--- src/rtl/alu_adder_hold_pkg.sv ---
// Shared definitions for the 2A03-style ALU adder hold stage: op encoding,
// bus precharge value and the registered result payload.
package alu_adder_hold_pkg;

  localparam int unsigned DATA_W = 8;

  localparam logic [DATA_W-1:0] BUS_PRECHARGE = 8'hFF;

  typedef enum logic [2:0] {
    OP_NONE = 3'd0,
    OP_SUMS = 3'd1,
    OP_ANDS = 3'd2,
    OP_EORS = 3'd3,
    OP_ORS  = 3'd4,
    OP_SRS  = 3'd5
  } alu_op_e;

  typedef struct packed {
    logic [DATA_W-1:0] add;
    logic              acr;
    logic              avr;
    logic              hc;
  } alu_result_t;

  // Resolve simultaneous strobes: SUMS > ANDS > EORS > ORS > SRS.
  function automatic alu_op_e decode_op(input logic sums, input logic ands,
                                        input logic eors, input logic ors,
                                        input logic srs);
    alu_op_e op;
    if (sums)      op = OP_SUMS;
    else if (ands) op = OP_ANDS;
    else if (eors) op = OP_EORS;
    else if (ors)  op = OP_ORS;
    else if (srs)  op = OP_SRS;
    else           op = OP_NONE;
    return op;
  endfunction

endpackage

--- src/rtl/alu_adder_hold_adder8.sv ---
// Combinational 8-bit binary adder built from two nibbles so the
// half-carry falls out directly; no decimal correction.
module alu_adder8
  import alu_adder_hold_pkg::*;
(
  input  logic [DATA_W-1:0] a_i,
  input  logic [DATA_W-1:0] b_i,
  input  logic              cin_i,
  output logic [DATA_W-1:0] sum_c,
  output logic              carry_c,
  output logic              half_carry_c,
  output logic              overflow_c
);

  logic [4:0] lo_nib;
  logic [4:0] hi_nib;

  always_comb begin
    lo_nib       = 5'({1'b0, a_i[3:0]}) + 5'({1'b0, b_i[3:0]}) + 5'({4'b0, cin_i});
    hi_nib       = 5'({1'b0, a_i[7:4]}) + 5'({1'b0, b_i[7:4]}) + 5'({4'b0, lo_nib[4]});
    sum_c        = {hi_nib[3:0], lo_nib[3:0]};
    carry_c      = hi_nib[4];
    half_carry_c = lo_nib[4];
    // Signed overflow: operands share a sign that the result does not.
    overflow_c   = ~(a_i[7] ^ b_i[7]) & (a_i[7] ^ sum_c[7]);
  end

endmodule

--- src/rtl/alu_adder_hold.sv ---
// ALU front end: A/B input muxes, op decode and the adder hold register
// with carry, overflow and half-carry flags; one-cycle latency.
module alu_adder_hold
  import alu_adder_hold_pkg::*;
(
  input  logic              i_clk,
  input  logic              i_reset,
  input  logic [DATA_W-1:0] i_db,
  input  logic [DATA_W-1:0] i_sb,
  input  logic [DATA_W-1:0] i_adl,
  input  logic              i_0_add,
  input  logic              i_sb_add,
  input  logic              i_db_add,
  input  logic              i_db_n_add,
  input  logic              i_adl_add,
  input  logic              i_sums,
  input  logic              i_ands,
  input  logic              i_eors,
  input  logic              i_ors,
  input  logic              i_srs,
  input  logic              i_addc,
  output logic [DATA_W-1:0] o_add,
  output logic              o_acr,
  output logic              o_avr,
  output logic              o_hc
);

  logic [DATA_W-1:0] ai_c;
  logic [DATA_W-1:0] bi_c;
  alu_op_e           op_c;
  logic [DATA_W-1:0] sum_c;
  logic              carry_c;
  logic              half_carry_c;
  logic              overflow_c;
  alu_result_t       result_d;
  alu_result_t       result_q;

  // Undriven input busses float to the precharged 0xFF.
  always_comb begin
    if (i_0_add)       ai_c = '0;
    else if (i_sb_add) ai_c = i_sb;
    else               ai_c = BUS_PRECHARGE;

    if (i_db_add)        bi_c = i_db;
    else if (i_db_n_add) bi_c = ~i_db;
    else if (i_adl_add)  bi_c = i_adl;
    else                 bi_c = BUS_PRECHARGE;
  end

  assign op_c = decode_op(i_sums, i_ands, i_eors, i_ors, i_srs);

  alu_adder8 u_adder (
    .a_i          (ai_c),
    .b_i          (bi_c),
    .cin_i        (i_addc),
    .sum_c        (sum_c),
    .carry_c      (carry_c),
    .half_carry_c (half_carry_c),
    .overflow_c   (overflow_c)
  );

  always_comb begin
    result_d = result_q;
    case (op_c)
      OP_SUMS: result_d = '{add: sum_c, acr: carry_c, avr: overflow_c, hc: half_carry_c};
      OP_ANDS: result_d = '{add: ai_c & bi_c, acr: 1'b0, avr: 1'b0, hc: 1'b0};
      OP_EORS: result_d = '{add: ai_c ^ bi_c, acr: 1'b0, avr: 1'b0, hc: 1'b0};
      OP_ORS:  result_d = '{add: ai_c | bi_c, acr: 1'b0, avr: 1'b0, hc: 1'b0};
      OP_SRS:  result_d = '{add: {i_addc, ai_c[7:1]}, acr: ai_c[0], avr: 1'b0, hc: 1'b0};
      default: result_d = result_q;
    endcase
  end

  always_ff @(posedge i_clk) begin
    if (i_reset) result_q <= '0;
    else         result_q <= result_d;
  end

  assign o_add = result_q.add;
  assign o_acr = result_q.acr;
  assign o_avr = result_q.avr;
  assign o_hc  = result_q.hc;

endmodule
--- config.mk ---
export PLATFORM = sky130hd
export DESIGN_NAME = alu_adder_hold
export DESIGN_NICKNAME = d
export VERILOG_FILES = /design/src/rtl/alu_adder_hold_pkg.sv /design/src/rtl/alu_adder_hold_adder8.sv /design/src/rtl/alu_adder_hold.sv
export SDC_FILE = /design/constraint.sdc
export NUM_CORES = 1
export LEC_CHECK = 0
export ABC_AREA = 1
export ABC_CLOCK_PERIOD_IN_PS = 6200
export CORE_MARGIN = 2
export CORE_UTILIZATION = 50
export CTS_CLUSTER_DIAMETER = 150
export CTS_CLUSTER_SIZE = 28
export DETAILED_ROUTE_END_ITERATION = 8
export PLACE_DENSITY = 0.87
export SLEW_MARGIN = 10
export SYNTH_ARGS = -nofsm -noshare
export SYNTH_HDL_FRONTEND = slang
export SYNTH_HIERARCHICAL = 1
export SYNTH_SLANG_ARGS = --single-unit
--- constraint.sdc ---
create_clock -name i_clk -period 6.2 [get_ports i_clk]
set_clock_uncertainty 0.2 [all_clocks]
set_input_delay 0.62 -clock i_clk [delete_from_list [all_inputs] [get_ports i_clk]]
set_output_delay 0.62 -clock i_clk [all_outputs]
set_load 0.005 [all_outputs]
* Word-level counts from Yosys, hierarchy flattened
Index checks and enable logic that the tools add are counted. Widths: inputs -> output; s select.
Storage, ports and cells: logic and storage cells 33, register bits after elaboration 11, input port bits 37, memory bits (writable) 0, memories kept 0, ROM bits 0, bits in latches 0
Operators by class: add/sub/neg operators 4, bitwise operators 8, shift operators 0, multipliers 0, equality and inequality tests 5, div/mod/pow operators 0, magnitude comparators 0, mux-type cells 11, reductions and logical operators 1
Operator list (number):
- $pmux 11 s5 | 1
- $mux 8 | 5
- $mux 3 | 5
- $add 4x4->5 | 2
- $add 5x1->5 | 2
- $and 8x8->8 | 1
- $not 8->8 | 1
- $or 8x8->8 | 1
- $xor 8x8->8 | 1
- $eq 3x2->1 const B | 2
- $eq 3x3->1 const B | 2
- $reduce_bool 5->1 | 1
- $eq 3x1->1 const B | 1
- $xor 1x1->1 | 2
- $and 1x1->1 | 1
- $not 1->1 | 1

* Logic depth before layout (Yosys ltp)
word-level depth 9, gate-level depth with buffers 19, gate-level depth less buffers 18

* Modules after synthesis
The synthesis kept the hierarchy.
Modules (own cells, without submodules):
- alu_adder_hold | area an instance 1343.8 µm², cells an instance 220, seq. area each 220.2 µm², instances 1
- alu_adder8 | area an instance 360.3 µm², cells an instance 54, seq. area each 0.0 µm², instances 1

* Least setup slack after synthesis
Ideal clock, no wire load.
path type input-to-reg, from in i_db_add, to reg result_q, in the netlist o_add[6], arrival time 3400 ps, path slack 2469 ps, cell stages on the path 15, library setup time 130 ps, data required time 5870 ps, path through clkbuf_1 -> clkbuf_1 -> a22oi_1 -> inv_1 -> inv_1 -> fa_1 -> inv_1 -> fa_1 -> a31oi_1 -> fa_1 -> fa_1 -> xnor2_1 -> a21oi_1 -> o21bai_1 -> a21oi_1
Between the ends: cells in the longest elaborated chain, start to end 5, elaborated cells between the ends (all ways) 9, those cells by class add/sub: 4; mux: 2; bitwise: 3
Ends and longest elaborated chain:
- start, declared | line alu_adder_hold.sv:13 | input logic i_db_add,
- $mux 8 | line alu_adder_hold.sv:44 | if (i_db_add) bi_c = i_db;
- named net bi_c[0] | line alu_adder_hold.sv:29 | logic [DATA_W-1:0] bi_c;
- $add 4x4->5 | line alu_adder_hold_adder8.sv:19 | lo_nib = 5'({1'b0, a_i[3:0]}) + 5'({1'b0, b_i[3:0]}) + 5'({4'b0, cin_i});
- $add 5x1->5 | line alu_adder_hold_adder8.sv:19
- $add 5x1->5 | line alu_adder_hold_adder8.sv:20 | hi_nib = 5'({1'b0, a_i[7:4]}) + 5'({1'b0, b_i[7:4]}) + 5'({4'b0, lo_nib[4]});
- named net sum_c[6] | line alu_adder_hold.sv:31 | logic [DATA_W-1:0] sum_c;
- $pmux 11 s5 | line alu_adder_hold.sv:64 | case (op_c)
- end signal, assigned | line alu_adder_hold.sv:76 | else result_q <= result_d;
- end, declared | line alu_adder_hold.sv:36 | alu_result_t result_q;
The timed path passes the listed nets, and every way through them passes these cells. A chain may end at the register's enable or synchronous reset.

* Worst setup path after layout
from in i_db_n_add, to reg result_q, in the netlist o_add[5]
Between the ends: cells in the longest elaborated chain, start to end 6, elaborated cells between the ends (all ways) 10, those cells by class add/sub: 4; mux: 3; bitwise: 3
Ends and longest elaborated chain:
- start, declared | line alu_adder_hold.sv:14 | input logic i_db_n_add,
- $mux 8 | line alu_adder_hold.sv:45 | else if (i_db_n_add) bi_c = ~i_db;
- $mux 8 | line alu_adder_hold.sv:44
- named net bi_c[0] | line alu_adder_hold.sv:29
- $add 4x4->5 | line alu_adder_hold_adder8.sv:19
- $add 5x1->5 | line alu_adder_hold_adder8.sv:19
- $add 5x1->5 | line alu_adder_hold_adder8.sv:20
- named net sum_c[5] | line alu_adder_hold.sv:31
- $pmux 11 s5 | line alu_adder_hold.sv:64
The timed path passes the listed nets, and every way through them passes these cells.

==> results_dict.tcl <==
set metrics [dict create \
    status "completed" \
    hold_start "o_add[0]$_SDFFE_PP0P_" \
    r2r-end "o_add[1]$_SDFFE_PP0P_" \
    r2r_start "o_add[1]$_SDFFE_PP0P_" \
    clockRootBuffer "clkbuf_4" \
    path_cells "clkdlybuf4s50_1 -> inv_1 -> nand2_1 -> or2_2 -> a22oi_1 -> inv_1 -> inv_1 -> fa_1 -> inv_1 -> fa_1 -> a31oi_1 -> fa_1 -> fa_1 -> inv_1 -> a21oi_1 -> o21bai_1 -> a21oi_1" \
    maxCapViolations 0 \
    final_area_um2 2232 \
    grt_overflow 0 \
    gr-usage-met3 0.04144 \
    synth_warnings 6 \
    drtAntennaViolNets 0 \
    grt_pass1_wl_um 7293 \
    drc_errors 0 \
    fin_setup_tns_ns 0 \
    fillerInstances 317 \
    io_pins 48 \
    clock_latency_ns 0.27 \
    synth_cell_types 31 \
    portBuffers 47 \
    die_x_um 62.38 \
    reg2reg_slack_ns 5.30 \
    synth_area_um2 1704 \
    ir_drop_v 0.00009160 \
    ys_ff_latch 11 \
    cpMaxStageDelayCell "clkdlybuf4s50_1" \
    track_usage 0.2261 \
    syn_nets 337 \
    crit_type "primary input to flip-flop" \
    antenna_cells 0 \
    post-route-min-period_ns 4.184 \
    antenna_found_initial 0 \
    path_delay_family "adder cells" \
    setup_viol 0 \
    yosys.area.top_type "ha_1" \
    power_uw 298.1 \
    placement.cell_area_um2 2206 \
    r2r_cells 2 \
    cp-end-kind "flip-flop" \
    grt_pass1_vias 1743 \
    yosysMostFrequentCell "inv_1" \
    relSlewSlack 0.6607 \
    grtUsageMet2 0.4185 \
    ctsResizeCount 0 \
    dp_hpwl_um 3430 \
    cp.arrival_ns 4.18 \
    drt_iter0_drc 83 \
    cts_setup_buffers 0 \
    htreeDepth 1 \
    clockBufferDepth 2 \
    holdPathStages 2 \
    core_um2 3311 \
    vias 1830 \
    seq_area_frac_synth 0.1292 \
    synthToLayoutAreaGrowth_pct 30.98 \
    synth-main-ff-cell "dfxtp_1" \
    post-route-period-util 0.6749 \
    hp-class "flip-flop to flip-flop" \
    die-area_um2 3891 \
    cts_tree "done" \
    grt_max_degree 17 \
    routabilityCongestion 0.8604 \
    worstSetupStartpointType "primary input" \
    wirelength_um 4113 \
    rsz0062_at_grt "no" \
    yosys-top-cells-area "ha_1 (16%), dfxtp_1 (13%), inv_1 (13%)" \
    synthCells 274 \
    holdPathEnd "o_add[0]$_SDFFE_PP0P_" \
    crit_buf_inv 6 \
    grt_use_met1 0.2706 \
    p_leak_nw 1.106 \
    hold_viol_final 0 \
    ctsHoldBuffers 0 \
    power.density_nw_per_um2 133.6 \
    top_usage_layer "met2" \
    nets 384 \
    synth_edf_count 0 \
    cp_data_required_time_ns 6.20 \
    synth_common_cells "inv_1 (58), nand2_1 (49), nor2_1 (25)" \
    numCtsBuffers 3 \
    drive_above_1_share 0.08750 \
    path_max_fanout 9 \
    dr.pass1.iters 5 \
    path_clk_slew_ns 0.07 \
    viasPerCell 5.000 \
    die_h_um 62.38 \
    wire_per_inst_um 11.24 \
    max_stage_delay_ns 0.56 \
    async_flop_share 0 \
    initial_core_util 0.5147 \
    drv_slew 0 \
    post-route-util 0.6742 \
    syn_area_per_cell_um2 6.219 \
    critPathMostFrequentCell "inv_1" \
    tightest_slew_ns 0.5074 \
    fmax_ghz 0.2390 \
    cts_sinks 11 \
    yosys.area.top_type_share 0.1615 \
    rows 21 \
]
==> tightest hold or removal path, cell delays in order, from the launching register on <==
cell     delay (ns)
dfxtp_1        0.31
nand2_1        0.06
a21oi_1        0.05
==> stage by stage <==
step / hold slack (ns) / cells / setup slack, ns
after floorplan: 0.2573 / 274 / 2.469
after global placement: 0.2515 / 362 / 1.907
after detailed placement: 0.2555 / 362 / 1.765
after CTS: 0.2649 / 366 / 2.036
after global routing: 0.2923 / 366 / 1.735
final: 0.2641 / 366 / 2.016
==> worst max path at each step <==
stage / startpoint / endpoint / cells past startpoint
2_1_floorplan: i_db_add / o_add[6]$_SDFFE_PP0P_ / 15
3_3_place_gp: i_db_n_add / o_add[5]$_SDFFE_PP0P_ / 17
3_5_place_dp: i_db_n_add / o_add[5]$_SDFFE_PP0P_ / 17
4_1_cts: i_db_n_add / o_add[5]$_SDFFE_PP0P_ / 17
5_1_grt: i_db_n_add / o_add[5]$_SDFFE_PP0P_ / 17
6_report: i_db_n_add / o_add[5]$_SDFFE_PP0P_ / 17
==> layer usage <==
metal	vias up	wire length, µm
met5	-	0
met4	0	86
met3	13	206
met2	50	1972
met1	810	1848
li1	957	-
==> power breakdown <==
part,leakage [nW],internal [mW],switching [mW],total (mW)
Clock,0.0150,0.0250,0.0248,0.0497
Combinational,1.00,0.0799,0.0866,0.166
Sequential,0.0908,0.0784,0.00356,0.0819
==> logic make-up (layout without fill, tap and decap cells) <==
logic type                 after synthesis  count (layout)  share of synthesized area
and+or+nand+nor                        118             118                     0.3297
buffers and inverters                   67             113                     0.1527
AOI/OAI and AO/OA                       50              50                     0.1696
adders and majority gates               26              26                     0.2085
DFF                                     11              11                     0.1292
xor gates and xnor gates                 2               2                    0.01028
==> area by class of cell <==
| class | count | area (µm²) | area share |
|---|---|---|---|
| Clock buffer | 4 | 26.28 | 0.01177 |
| Inverter | 62 | 234.0 | 0.1048 |
| Multi-Input combinational cell | 196 | 1224 | 0.5482 |
| Sequential cell | 11 | 220.2 | 0.09865 |
| Tap cell | 46 | 57.56 | 0.02578 |
| Timing Repair Buffer | 47 | 470.5 | 0.2108 |
==> sequential cells by signal (all words and copies together), names as in the netlist <==
signal  count
o_avr       1
o_acr       1
o_add       8
o_hc        1
==> cells in the final DEF, fill, tap and decap left out, drive strengths merged <==
cell type      instances
ha                    22
a21o                   1
nor3                   2
clkdlybuf4s50         47
nand2                 53
nor2                  31
nand4                  3
xnor2                  1
fa                     4
o21ai                 11
a21oi                 23
clkinv                 1
a22oi                  8
o21bai                 3
inv                   61
nand3                 19
dfxtp                 11
nor3b                  2
a31oi                  1
o21a                   3
xor2                   1
or2                    8
clkbuf                 4
No activity file was read; power rests on OpenSTA's default activity.
